**config.mk**
```make
export PLATFORM = sky130hd
export DESIGN_NAME = sc_mac_sequencer
export DESIGN_NICKNAME = d
export VERILOG_FILES = /design/src/rtl/sc_mac_pkg.sv /design/src/rtl/sc_len_counter.sv /design/src/rtl/sc_mac_sequencer.sv
export SDC_FILE = /design/constraint.sdc
export NUM_CORES = 1
export LEC_CHECK = 0
export CORE_ASPECT_RATIO = 0.6
export CORE_MARGIN = 3
export CORE_UTILIZATION = 46
export DETAILED_ROUTE_END_ITERATION = 10
export PLACE_DENSITY = 0.83
export REMOVE_ABC_BUFFERS = 1
export SLEW_MARGIN = 25
export SYNTH_ARGS = -nofsm -noshare
export SYNTH_HDL_FRONTEND = slang
export SYNTH_SLANG_ARGS = --single-unit
```
**constraint.sdc**
```tcl
create_clock -name clk -period 1.63 [get_ports clk]
set_input_delay 0.326 -clock clk [delete_from_list [all_inputs] [get_ports clk]]
set_output_delay 0.326 -clock clk [all_outputs]
set_load 0.01 [all_outputs]
```
**src/rtl/sc_mac_pkg.sv**
```systemverilog
// Shared types and default widths for the stochastic-computing MAC sequencer.
package sc_mac_pkg;

  localparam int LEN_W_DEF  = 8;
  localparam int TERM_W_DEF = 4;

  typedef enum logic [1:0] {
    ST_IDLE = 2'd0,
    ST_LOAD = 2'd1,
    ST_RUN  = 2'd2,
    ST_DONE = 2'd3
  } state_e;

endpackage

```
**src/rtl/sc_len_counter.sv**
```systemverilog
// Loadable down-counter for the bitstream length; zero_o flags the enabled
// decrement that brings the count to zero, i.e. the last bit of a stream.
module sc_len_counter #(
  parameter int W = 8
) (
  input  logic         clk,
  input  logic         rst,
  input  logic         load_i,
  input  logic         en_i,
  input  logic [W-1:0] len_i,
  output logic         zero_o
);

  logic [W-1:0] cnt_q, cnt_d;

  always_comb begin
    cnt_d = cnt_q;
    if (load_i) begin
      cnt_d = len_i;
    end else if (en_i) begin
      cnt_d = cnt_q - W'(1);
    end
  end

  always_ff @(posedge clk or negedge rst) begin
    if (!rst) begin
      cnt_q <= '0;
    end else begin
      cnt_q <= cnt_d;
    end
  end

  // A loaded value of 0 stands for 2^W, so it is never taken as the last bit.
  assign zero_o = en_i && (cnt_q == W'(1));

endmodule

```
**src/rtl/sc_mac_sequencer.sv**
```systemverilog
// Control sequencer for a stochastic-computing MAC: per product term, reload the
// SNG seeds for one cycle, then stream L bits into the accumulator; K terms per command.
module sc_mac_sequencer
  import sc_mac_pkg::*;
#(
  parameter int LEN_W  = LEN_W_DEF,
  parameter int TERM_W = TERM_W_DEF
) (
  input  logic              clk,
  input  logic              rst,
  input  logic              cmd_valid,
  output logic              cmd_ready,
  input  logic [LEN_W-1:0]  cmd_len,
  input  logic [TERM_W-1:0] cmd_terms,
  input  logic              abort,
  output logic              sng_load,
  output logic              stream_en,
  output logic              acc_clr,
  output logic              acc_en,
  output logic [TERM_W-1:0] term_idx,
  output logic              busy,
  output logic              out_valid,
  input  logic              out_ready
);

  state_e            state_q, state_d;
  logic [LEN_W-1:0]  len_q, len_d;
  logic [TERM_W-1:0] terms_q, terms_d;
  logic [TERM_W-1:0] term_idx_q, term_idx_d;
  logic              run_last;

  sc_len_counter #(
    .W(LEN_W)
  ) u_len_counter (
    .clk    (clk),
    .rst    (rst),
    .load_i (state_q == ST_LOAD),
    .en_i   (state_q == ST_RUN),
    .len_i  (len_q),
    .zero_o (run_last)
  );

  always_comb begin
    state_d    = state_q;
    len_d      = len_q;
    terms_d    = terms_q;
    term_idx_d = term_idx_q;
    unique case (state_q)
      ST_IDLE: begin
        if (cmd_valid) begin
          len_d      = cmd_len;
          terms_d    = cmd_terms;
          term_idx_d = '0;
          state_d    = ST_LOAD;
        end
      end
      ST_LOAD: state_d = ST_RUN;
      ST_RUN: begin
        // terms_q of 0 means 2^TERM_W terms; the modulo subtraction yields the all-ones last index.
        if (run_last) begin
          if (term_idx_q == terms_q - TERM_W'(1)) begin
            state_d = ST_DONE;
          end else begin
            term_idx_d = term_idx_q + TERM_W'(1);
            state_d    = ST_LOAD;
          end
        end
      end
      ST_DONE: begin
        if (out_ready) begin
          state_d = ST_IDLE;
        end
      end
      default: state_d = ST_IDLE;
    endcase
    if (abort && (state_q != ST_IDLE)) begin
      state_d    = ST_IDLE;
      term_idx_d = '0;
    end
  end

  always_ff @(posedge clk or negedge rst) begin
    if (!rst) begin
      state_q    <= ST_IDLE;
      len_q      <= '0;
      terms_q    <= '0;
      term_idx_q <= '0;
    end else begin
      state_q    <= state_d;
      len_q      <= len_d;
      terms_q    <= terms_d;
      term_idx_q <= term_idx_d;
    end
  end

  assign cmd_ready = (state_q == ST_IDLE);
  assign busy      = (state_q != ST_IDLE);
  assign sng_load  = (state_q == ST_LOAD);
  assign acc_clr   = (state_q == ST_LOAD) && (term_idx_q == '0);
  assign stream_en = (state_q == ST_RUN);
  assign acc_en    = (state_q == ST_RUN);
  assign out_valid = (state_q == ST_DONE);
  assign term_idx  = term_idx_q;

endmodule

```
# Yosys cells after proc, flatten, opt, wreduce, memory -nomap -nowiden
# Cells that the tools add are included.
op_classes:
  n_addsub: 3
  eq_ne: 9
  n_mux: 13
  reduce_logical: 11
ops:
  columns: ["cell", "n"]
  rows:
  - ["2-to-1 mux 4 bit", 4]
  - ["2-to-1 mux 8 bit", 2]
  - ["2-to-1 mux 2 bit", 5]
  - ["equality test 8 x 1 -> 1 bit, second input constant", 1]
  - ["one-hot mux 2 bit (4 select lines)", 1]
  - ["one-hot mux 4 bit (2 select lines)", 1]
  - ["subtractor 8 x 1 -> 8 bit, second input constant", 1]
  - ["!= test 3 bit, second input constant", 2]
  - ["adder 4 x 1 -> 4 bit, second input constant", 1]
  - ["equality test 2 bit, second input constant", 2]
  - ["equality test 4 bit", 1]
  - ["zero test 4 bit", 1]
  - ["AND reduction 4 bit", 1]
  - ["nonzero test 2 bit", 2]
  - ["subtractor 4 x 1 -> 4 bit, second input constant", 1]
  - ["logical AND 1 bit", 3]
  - ["!= test 3 x 1 -> 1 bit, second input constant", 1]
  - ["!= test 3 x 2 -> 1 bit, second input constant", 1]
  - ["AND reduction 3 bit", 1]
  - ["nonzero test 3 bit", 1]
  - ["equality test 2 x 1 -> 1 bit, second input constant", 1]
  - ["zero test 2 bit", 1]
  - ["AND reduction 2 bit", 1]
totals:
  reg_bits: 26
  input_bits: 17
  output_inout_bits: 11
  wordCells: 41

# Longest topological paths before layout
logic_depth:
  ltp_word: 6
  ltp_mapped: 7
  mapped_depth_nobuf: 7

# Cells and area by module
# Synthesis repeated with hierarchy kept, for this count alone.
hier_totals:
  cells_unflattened: 146
  hier_area_um2: 1485.2
by_module_without_submodules:
  columns: ["mod", "instances", "cells_each", "area_per_inst_um2", "seq_area_each_um2"]
  rows:
  - ["sc_mac_sequencer", 1, 95, 1026.0, 450.4]
  - ["sc_len_counter", 1, 51, 459.2, 200.2]

# Worst setup path before layout
# OpenSTA, ideal clock, no wires.
synth_timing:
  path_type: "register -> output"
  from: "register state_q[1]"
  to: "output port acc_clr"
  t_arrival_ns: 1.552
  required_ns: 1.304
  setup_slack_ns: -0.248
  stages_incl_launch_ff: 7
  n_path_buf: 2
  path_cell_list: "dfrtp_1 inv_1 ha_1 clkbuf_1 clkbuf_1 nand2_1 nor3_1"
synth_between:
  elab_chain_len: 2
synth_lines:
  columns: ["item", "line", "source"]
  rows:
  - ["start, declared", "sc_mac_sequencer.sv:26", "state_e state_q, state_d;"]
  - ["start signal, assigned", "sc_mac_sequencer.sv:89", "state_q <= state_d;"]
  - ["equality test 2 x 1 -> 1 bit", null, null]
  - ["via sng_load", "sc_mac_sequencer.sv:16", "output logic sng_load,"]
  - ["logical AND 1 bit", "sc_mac_sequencer.sv:99", "assign acc_clr = (state_q == ST_LOAD) && (term_idx_q == '0);"]
  - ["end, declared", "sc_mac_sequencer.sv:18", "output logic acc_clr,"]
# The timed path passes the listed nets, and every way through them passes these cells.

# Worst setup path after layout
layout_timing:
  from: "register state_q[1]"
  to: "register term_idx_q[3] (netlist: term_idx[3])"
layout_between:
  elab_chain_len: 4
  word_cells_on_any_way: 12
layout_lines:
  columns: ["item", "line", "source"]
  rows:
  - ["equality test 2 bit / nonzero test 2 bit (equally long branches)", "sc_mac_sequencer.sv:38, sc_mac_sequencer.sv:48, sc_mac_sequencer.sv:76", null]
  - ["logical AND 1 bit, on equally long branches", "sc_len_counter.sv:34, sc_mac_sequencer.sv:76", null]
  - ["!= test 3 bit (no source line) (tied with other cells)", null, null]
  - ["AND reduction 4 bit (no source line)", null, null]
  - ["end signal, assigned", "sc_mac_sequencer.sv:92", "term_idx_q <= term_idx_d;"]
  - ["end, declared", "sc_mac_sequencer.sv:29", "logic [TERM_W-1:0] term_idx_q, term_idx_d;"]
# Several ways; a longest one is shown, not always the timed one.
# A chain may end at the register's enable or synchronous reset.

==> impl_metrics.py <==
metrics = {
    "yosys": {
        "synthDistinctLibCells": 40,
        "netlist_instances": 152,
        "synthFlopType": "dfrtp_1",
        "syn_area_sq_um": 1510,
        "synth_edf_count": 0,
        "synth_area_per_cell_sq_um": 9.96,
        "synth.yosys.seq_area_share": 0.430,
        "synthArstFlopShare": 1.00,
        "synth_warnings": 0,
        "synth_seq_cells": 26,
    },
    "min_path": {
        "hold_path.class": "in2async",
    },
    "critical_path": {
        "crit_required_ns": 1.81,
        "crit_slowest_cell": "dfrtp_1",
        "cp.depth": 7,
        "ff2ff_path_depth": 7,
        "crit_path_cell_trace": "buf_4, ha_4, o41ai_2, o221a_4, o221ai_2, or3_1, and3_1",
        "critical_path.max_fanout": 6,
        "crit_path_start_kind": "flop",
        "crit_buf_inv": 1,
        "crit_family": "simple AND/OR/NAND/NOR gates",
        "cp-end-kind": "flop",
        "critical_path_class": "reg2reg",
        "arrival_ns": 1.94,
        "crit_path_max_incr_delay_ns": 0.42,
    },
    "die": {
        "coreArea_sq_um": 3000,
        "die_y_microns": 50.4,
        "rows": 15,
        "start_util": 0.504,
        "io_pins": 28,
        "dieArea_sq_um": 4040,
        "die_width_microns": 80.1,
    },
    "detailed_routing": {
        "wl_per_cell_microns": 17.0,
        "viasPerCell": 5.57,
        "drc": 0,
        "dr.pass1.iters": 5,
        "vias": 1443,
        "antenna_left": 0,
        "drtIter0Drc": 112,
        "drt-total-wl_microns": 4410,
    },
    "global_route": {
        "track_usage": 0.241,
        "overflow": 0,
        "grtUsageMet1": 0.327,
        "grt_pass1_vias": 1471,
        "use_met2": 0.386,
        "grt_start_max_net_pins": 27,
        "use_met3": 0.0502,
        "grt_pass1_wl_microns": 7400,
        "grt_busiest_layer": "met2",
        "antenna_found_initial": 0,
    },
    "final_layout": {
        "syn2layout_area_growth_pct": 52.1,
        "nNetsFinal": 244,
        "layout-drive-gt1-share": 0.373,
        "finalNonFillerCells": 259,
        "final_cell_area_sq_um": 2300,
        "antenna_cells": 0,
    },
    "clock_tree": {
        "clk_path_buf_depth": 2,
        "h-tree-depth": 1,
        "cts_num_sinks": 26,
        "cts_tree": "built",
        "clock-root-buffer": "clkbuf_8",
        "clk_latency_ns": 0.28,
        "clkTransAtPathRegs_ns": 0.10,
        "numCtsBuffers": 3,
    },
    "power": {
        "leakage_nw": 1.08,
        "ir_worst_vdd_v": 0.000929,
        "power_density_nw_per_um2": 1980,
    },
    "sta": {
        "maxSlewViolCount": 0,
        "clock.fmax_mhz": 567,
        "finalWorstSetupSlack_ns": -0.133,
        "clock_skew_ns": 0.00854,
        "hold_violations": 0,
        "slew_headroom": 0.771,
        "worstMarginPinSlew_ns": 0.342,
        "finalCriticalPeriod_ns": 1.76,
        "setup_viol": 7,
        "rsz0062_at_grt": "yes",
        "fin_crit_sh": 1.08,
    },
    "placement": {
        "place_area_sq_um": 2070,
        "finalWeightedCongestion": 0.933,
        "io_buffers": 27,
        "hpwl_microns": 2970,
        "placed_cells": 248,
    },
    "job": {
        "drv_cap": 0,
    },
    "outcome": {
        "violations": "setup timing",
        "status": "finished with violations",
    },
}
-- worst reg2reg max path, stage by stage (launching register included) --
cell,delay [ns]
dfrtp_1,0.42
buf_4,0.15
ha_4,0.18
o41ai_2,0.06
o221a_4,0.27
o221ai_2,0.12
or3_1,0.31
and3_1,0.16
-- flip-flops by register name, indices dropped and copies added, names as in the netlist --
name,count
term_idx,4
u_len_counter.cnt_q,8
len_q,8
terms_q,4
state_q,2
-- cells by family after synthesis --
kind of cell | Yosys count | synth area share
fa+ha+maj | 9 | 0.0744
flops | 26 | 0.430
simple gates | 43 | 0.139
buf+inv | 18 | 0.0471
xor+xnor | 5 | 0.0380
compound gates | 38 | 0.176
mux | 13 | 0.0959
-- per-stage QoR --
stage               setup slack, ns   util  TNS (ns)  power [mW]  hold WS [ns]
global route                 -0.246  0.767     -1.05        4.87         0.450
finish                       -0.133  0.767    -0.421        4.56         0.417
global placement             -0.208  0.690     -1.46        3.50         0.490
CTS                          -0.124  0.749    -0.340        4.38         0.429
detailed placement           -0.247  0.690     -1.70        3.61         0.499
floorplan                    -0.293      -    -0.981        2.48        0.0304
-- final cells by class --
cell class	instances	area (sq um)
Clock buffer	4	55.1
Fill cell	192	701
Sequential cell	26	651
Timing Repair Buffer	67	598
Multi-Input combinational cell	108	901
Inverter	12	45.0
Tap cell	42	52.6
-- repair_timing --
item / in CTS / in global routing
gates resized for setup: 46 / 14
cloned: 0 / 1
setup endpoints to repair: 18 / 25
hold buffers: 0 / 0
setup buffers: 5 / 1
pin swaps: 13 / 2
-- cell usage in the layout, fill, tap and decap left out, drive strengths merged, types with 2 or more instances in the layout --
cell type,count
dlygate4sd2,3
dfrtp,26
clkdlybuf4s50,16
o22ai,2
inv,12
clkdlybuf4s15,3
xnor2,2
ha,9
nor2,13
xor2,2
o221ai,2
buf,42
a21o,2
a32oi,2
o211ai,2
nor3,7
nand4,3
a311oi,2
a21oi,7
nand3,2
nand2,9
nor2b,3
and3,2
o21ai,11
clkbuf,6
mux2,12
-- power by group --
| part | switching [mW] | internal, mW | total (mW) |
|---|---|---|---|
| Combinational | 1.48 | 1.53 | 3.01 |
| Clock | 0.212 | 0.216 | 0.428 |
| Sequential | 0.188 | 0.938 | 1.13 |
| Total | 1.88 | 2.69 | 4.56 |
-- Yosys cell counts, types with 2 or more instances --
cell,number,area share
a21oi_1,7,0.023
dfrtp_1,26,0.43
xnor2_1,2,0.012
o22ai_1,2,0.0083
a311oi_1,2,0.012
nand3_1,2,0.0066
nor2_1,13,0.032
and3_1,2,0.0083
nand2_1,9,0.022
inv_1,12,0.030
ha_1,9,0.074
nand4_1,2,0.0083
nor2b_1,3,0.012
o211ai_1,2,0.0099
buf_1,2,0.0050
o21ai_0,11,0.036
a32oi_1,2,0.012
clkbuf_1,3,0.0074
nor3_1,7,0.023
mux2_2,12,0.089
a21o_1,2,0.0099
xor2_1,2,0.012
-- metal layers --
metal | vias up | routed length [microns]
met2 | 65 | 2070
met1 | 686 | 1930
met5 | - | 0
li1 | 682 | -
met4 | 0 | 76
met3 | 10 | 340
-- final timing paths --
kind                                 start  slack (ns)                endpoint
worst max-delay path            state_q[1]       -0.13             term_idx[3]
worst min-delay path                   rst        0.42                len_q[7]
worst max register to register  state_q[1]       -0.13             term_idx[3]
worst min register to register    len_q[5]        0.52                len_q[5]
max in group asynchronous              rst        0.95  u_len_counter.cnt_q[4]
min in group clk                  len_q[5]        0.52                len_q[5]
(Power assumes the default switching activity.)
==> RTL change 1: new RTL, same flow settings <==
Make the reset (`rst`) synchronous in 2 clocked blocks.
--- a/src/rtl/sc_len_counter.sv
+++ b/src/rtl/sc_len_counter.sv
@@ -22,7 +22,7 @@
     end
   end
 
-  always_ff @(posedge clk or negedge rst) begin
+  always_ff @(posedge clk) begin
     if (!rst) begin
       cnt_q <= '0;
     end else begin
--- a/src/rtl/sc_mac_sequencer.sv
+++ b/src/rtl/sc_mac_sequencer.sv
@@ -79,7 +79,7 @@
     end
   end
 
-  always_ff @(posedge clk or negedge rst) begin
+  always_ff @(posedge clk) begin
     if (!rst) begin
       state_q    <= ST_IDLE;
       len_q      <= '0;
Check against the original RTL: differs if rst is asserted again (counterexample within 4 cycles, from zero or initial values and one cycle with rst low); with rst held inactive, the same outputs for 10 cycles.
==> RTL change 1 against the original RTL <==
The flow still finishes with violations (setup timing). Wire length is 1.8% higher. Final area is 1.7% lower. Die area is 4.3% lower. Largest cell class unchanged. Via count is 1.5% higher. Setup slack worse by 43 ps. Sequential power is 22% lower. Area after synthesis is 4.8% lower. Total power is 19% lower. Sequential share of layout area is 4.5 points lower. Sequential cell count stayed put. Hold slack better by 69 ps.
==> RTL change 1: results <==
set metrics [dict create \
    cts_setup_buffers 2 \
    met1_length_um 2220 \
    vias 1465 \
    drtIter0Drc 171 \
    peakVddDrop_mv 0.649 \
    synthArstFlopShare 0 \
    violations "setup timing" \
    fillers 196 \
    design_area_mm2 0.00226 \
    status "complete, but fails checks" \
    grtUsageMet1 0.335 \
    inv_count 14 \
    grt_usage 0.233 \
    synth_common_cells "nand2_1 (29), dfxtp_1 (26), a21boi_0 (14), inv_1 (14), o21ai_0 (11)" \
    dp_hpwl_um 2940 \
    r2r_end "term_idx[0]" \
    grt_pass1_wl_um 6910 \
    synth_cells 177 \
    synth_area_leaders "dfxtp_1 (36%), ha_1 (7.8%), nand2_1 (7.6%), a21boi_0 (7.3%), o21ai_0 (3.8%)" \
    synth_mux_area_frac 0.0286 \
    preCtsSetupSlack_ps -202 \
    syn_area_mm2 0.00144 \
    multi_input_comb_area_um2 1000 \
    timing.final.ws_setup_ps -176 \
    layout.area.seq_um2 537 \
    cp_slowest_stage_delay_ps 350 \
    hold_path.class "flop to flop" \
    worst_pin_slew_ps 425 \
    design.seq.count 26 \
    ys_types 37 \
    reg2regPathDepth 8 \
    finalSetupViolCount 6 \
    critPathMaxFanout 4 \
    nonClkBufAreaFrac 0.242 \
    met3_length_um 289 \
    synth-main-ff-cell "dfxtp_1" \
    gp_congestion 0.958 \
    nets 261 \
    crit_slowest_cell "dfxtp_2" \
]
-- RTL change 1: cell types whose count changed in the layout (fill, tap and decap cells not counted), moves of 4 or more --
cell / before / now
a21boi_0: 0 / 13
nand2_1: 8 / 29
dfxtp_2: 0 / 4
dfrtp_1: 26 / 0
dfxtp_1: 0 / 19
nor2b_1: 2 / 7
nor2_1: 12 / 6
buf_4: 33 / 29
mux2_2: 12 / 1
-- RTL change 1: how the worst max path moves through the flow --
stage                                 from     endpoint  cells after the start
detailed placement              terms_q[0]  term_idx[3]                      7
finish                          terms_q[1]  term_idx[0]                      8
CTS                             terms_q[1]  term_idx[3]                      7
global route        u_len_counter.cnt_q[5]  term_idx[3]                      5
floorplan                       state_q[0]  term_idx[3]                      7
global placement                 cmd_valid  term_idx[3]                      5
-- RTL change 1: where the power goes --
part	switching, W	total (W)	internal, W	leakage [nW]
registers	0.000109	0.000884	0.000775	0.217
logic	0.00115	0.00224	0.00109	0.678
clock network	0.000222	0.000551	0.000329	0.0357
total	0.00148	0.00368	0.00220	0.931
==> RTL change 2: new RTL, same flow settings <==
Made on the original files. `TERM_W_DEF`: 4 -> 6.
--- a/src/rtl/sc_mac_pkg.sv
+++ b/src/rtl/sc_mac_pkg.sv
@@ -2,7 +2,7 @@
 package sc_mac_pkg;
 
   localparam int LEN_W_DEF  = 8;
-  localparam int TERM_W_DEF = 4;
+  localparam int TERM_W_DEF = 6;
 
   typedef enum logic [1:0] {
     ST_IDLE = 2'd0,
Interface: changed (resized cmd_terms and term_idx); port bits go from 28 to 32. No check against the original RTL was run, so the function may have changed too.
==> RTL change 2 against the original RTL <==
The run still ends with setup timing left. Area after synthesis increased by 22%. Sequential share of layout area fell by 3.2 points. Via count up 32%. Core utilization increased by 3.1 points. Non-clock buffer count increased by 21. Final area grew 30%. Sequential cell count grew 4. Total power increased by 25%. Hold slack improved by 2.3 ps. Setup slack lost 340 ps. Wire length rose by 46%. Clock skew fell by 1.1 ps. Largest cell class unchanged. Highest routed layer unchanged.
==> RTL change 2: results <==
set metrics [dict create \
    drt-wirelength-per-cell_um 19.9 \
    grtUsageMet1 0.308 \
    p_leak_nw 1.33 \
    cts_buffer_depth 2 \
    dp_hpwl_um 3540 \
    firstDrtPassIters 4 \
    cts.htree.levels 2 \
    skew_ps 7.43 \
    grt_usage 0.242 \
    timing.final.ws_setup_ps -478 \
    synthArstFlopShare 1.00 \
    synth_common_cells "dfrtp_1 (30), nand2_1 (17), mux2_2 (14), inv_1 (12)" \
    grt_pass1_wl_um 8470 \
    drive_gt1_frac 0.467 \
    hold_path.class "input port to asynchronous set/reset pin" \
    grt_max_degree 31 \
    clk_pin_slew_worst_paths_ps 70 \
    yosysSeqAreaShare 0.407 \
    antenna_found_initial 0 \
    nets 303 \
    met3_usage 0.0636 \
    cp-startpoint "terms_q[0]" \
    worst_pin_slew_ps 494 \
    ys_types 44 \
    ys_warn_count 0 \
    port_buffers 31 \
    top_regs "len_q (8), u_len_counter.cnt_q (8)" \
    clkLatencyLatePin_ps 290 \
    grt_pass1_vias 1720 \
    violations "setup timing" \
    preCtsSetupSlack_ps -536 \
    gp_congestion 0.859 \
    grt_use_met2 0.400 \
    finalSetupViolCount 14 \
    synth_area_leaders "dfrtp_1 (41%), mux2_2 (8.6%), ha_1 (6.1%), nand2_1 (3.5%), inv_1 (2.4%)" \
    peakVddDrop_mv 1.10 \
    status "complete, but fails checks" \
    critPathArrivalTime_ps 2320 \
    synth-edff-count 0 \
    drtIter0Drc 129 \
    critPathMaxFanout 7 \
    numCtsBuffers 5 \
    vias_per_cell 5.90 \
]
RTL change 2: metal layers:
metal  vias up  wire length (um)
li1        855                 -
met1       925              2640
met2       102              3060
met3        25               550
met4         0               177
met5         -                 0
RTL change 2: stage by stage:
step | utilization | TNS, ps | total power (W) | std cells | cell area [um2]
floorplan | - | -2980 | 0.00272 | 180 | 1800
global placement | 0.663 | -3920 | 0.00381 | 302 | 2500
detailed placement | 0.663 | -4380 | 0.00392 | 302 | 2500
CTS | 0.734 | -2600 | 0.00498 | 316 | 2760
global route | 0.798 | -4590 | 0.00600 | 323 | 3000
finish | 0.798 | -3670 | 0.00570 | 323 | 3000
RTL change 2: logic make-up after synthesis:
logic type / share of synthesized area
multiplexers: 0.103
flip-flops: 0.407
adder cells (fa/ha/maj): 0.0611
buffers and inverters: 0.0496
AO/OA/AOI/OAI: 0.178
XOR/XNOR: 0.0333
AND/OR/NAND/NOR: 0.168
RTL change 2: repair_timing:
action,4_1_cts,5_1_grt
endpoints found under the setup margin,35,31
gates resized for setup,65,43
hold endpoints to repair,0,0
setup buffers,6,9
pin swaps,14,11
gates cloned,0,1
RTL change 2: worst max-delay path: stages (launching register included):
cell and delay (ps):
dfrtp_1 360, inv_1 80, ha_4 270, xor2_1 150
nand3_1 110, or4b_4 630, o21a_4 270, o22ai_1 150
RTL change 2: layout make-up:
| type | count | area, um2 |
|---|---|---|
| Clock buffer | 6 | 82.6 |
| Clock inverter | 2 | 12.5 |
| Fill cell | 212 | 761 |
| Inverter | 12 | 52.6 |
| Multi-Input combinational cell | 138 | 1240 |
| Sequential cell | 30 | 752 |
| Tap cell | 47 | 58.8 |
| Timing Repair Buffer | 88 | 801 |
RTL change 2: report_power, final:
group          total, W  switching [W]  internal (W)
clock network  0.000653       0.000314      0.000339
logic           0.00373        0.00179       0.00194
registers       0.00132       0.000257       0.00106
RTL change 2: worst paths after layout:
path	end	slack [ps]	cells after the start
worst max-delay path	term_idx[0]	-480	7
worst min-delay path	term_idx[2]	420	2
worst max register to register	term_idx[0]	-480	7
worst min register to register	len_q[2]	510	1
max in group asynchronous	terms_q[1]	900	2
min in group clk	len_q[2]	510	1
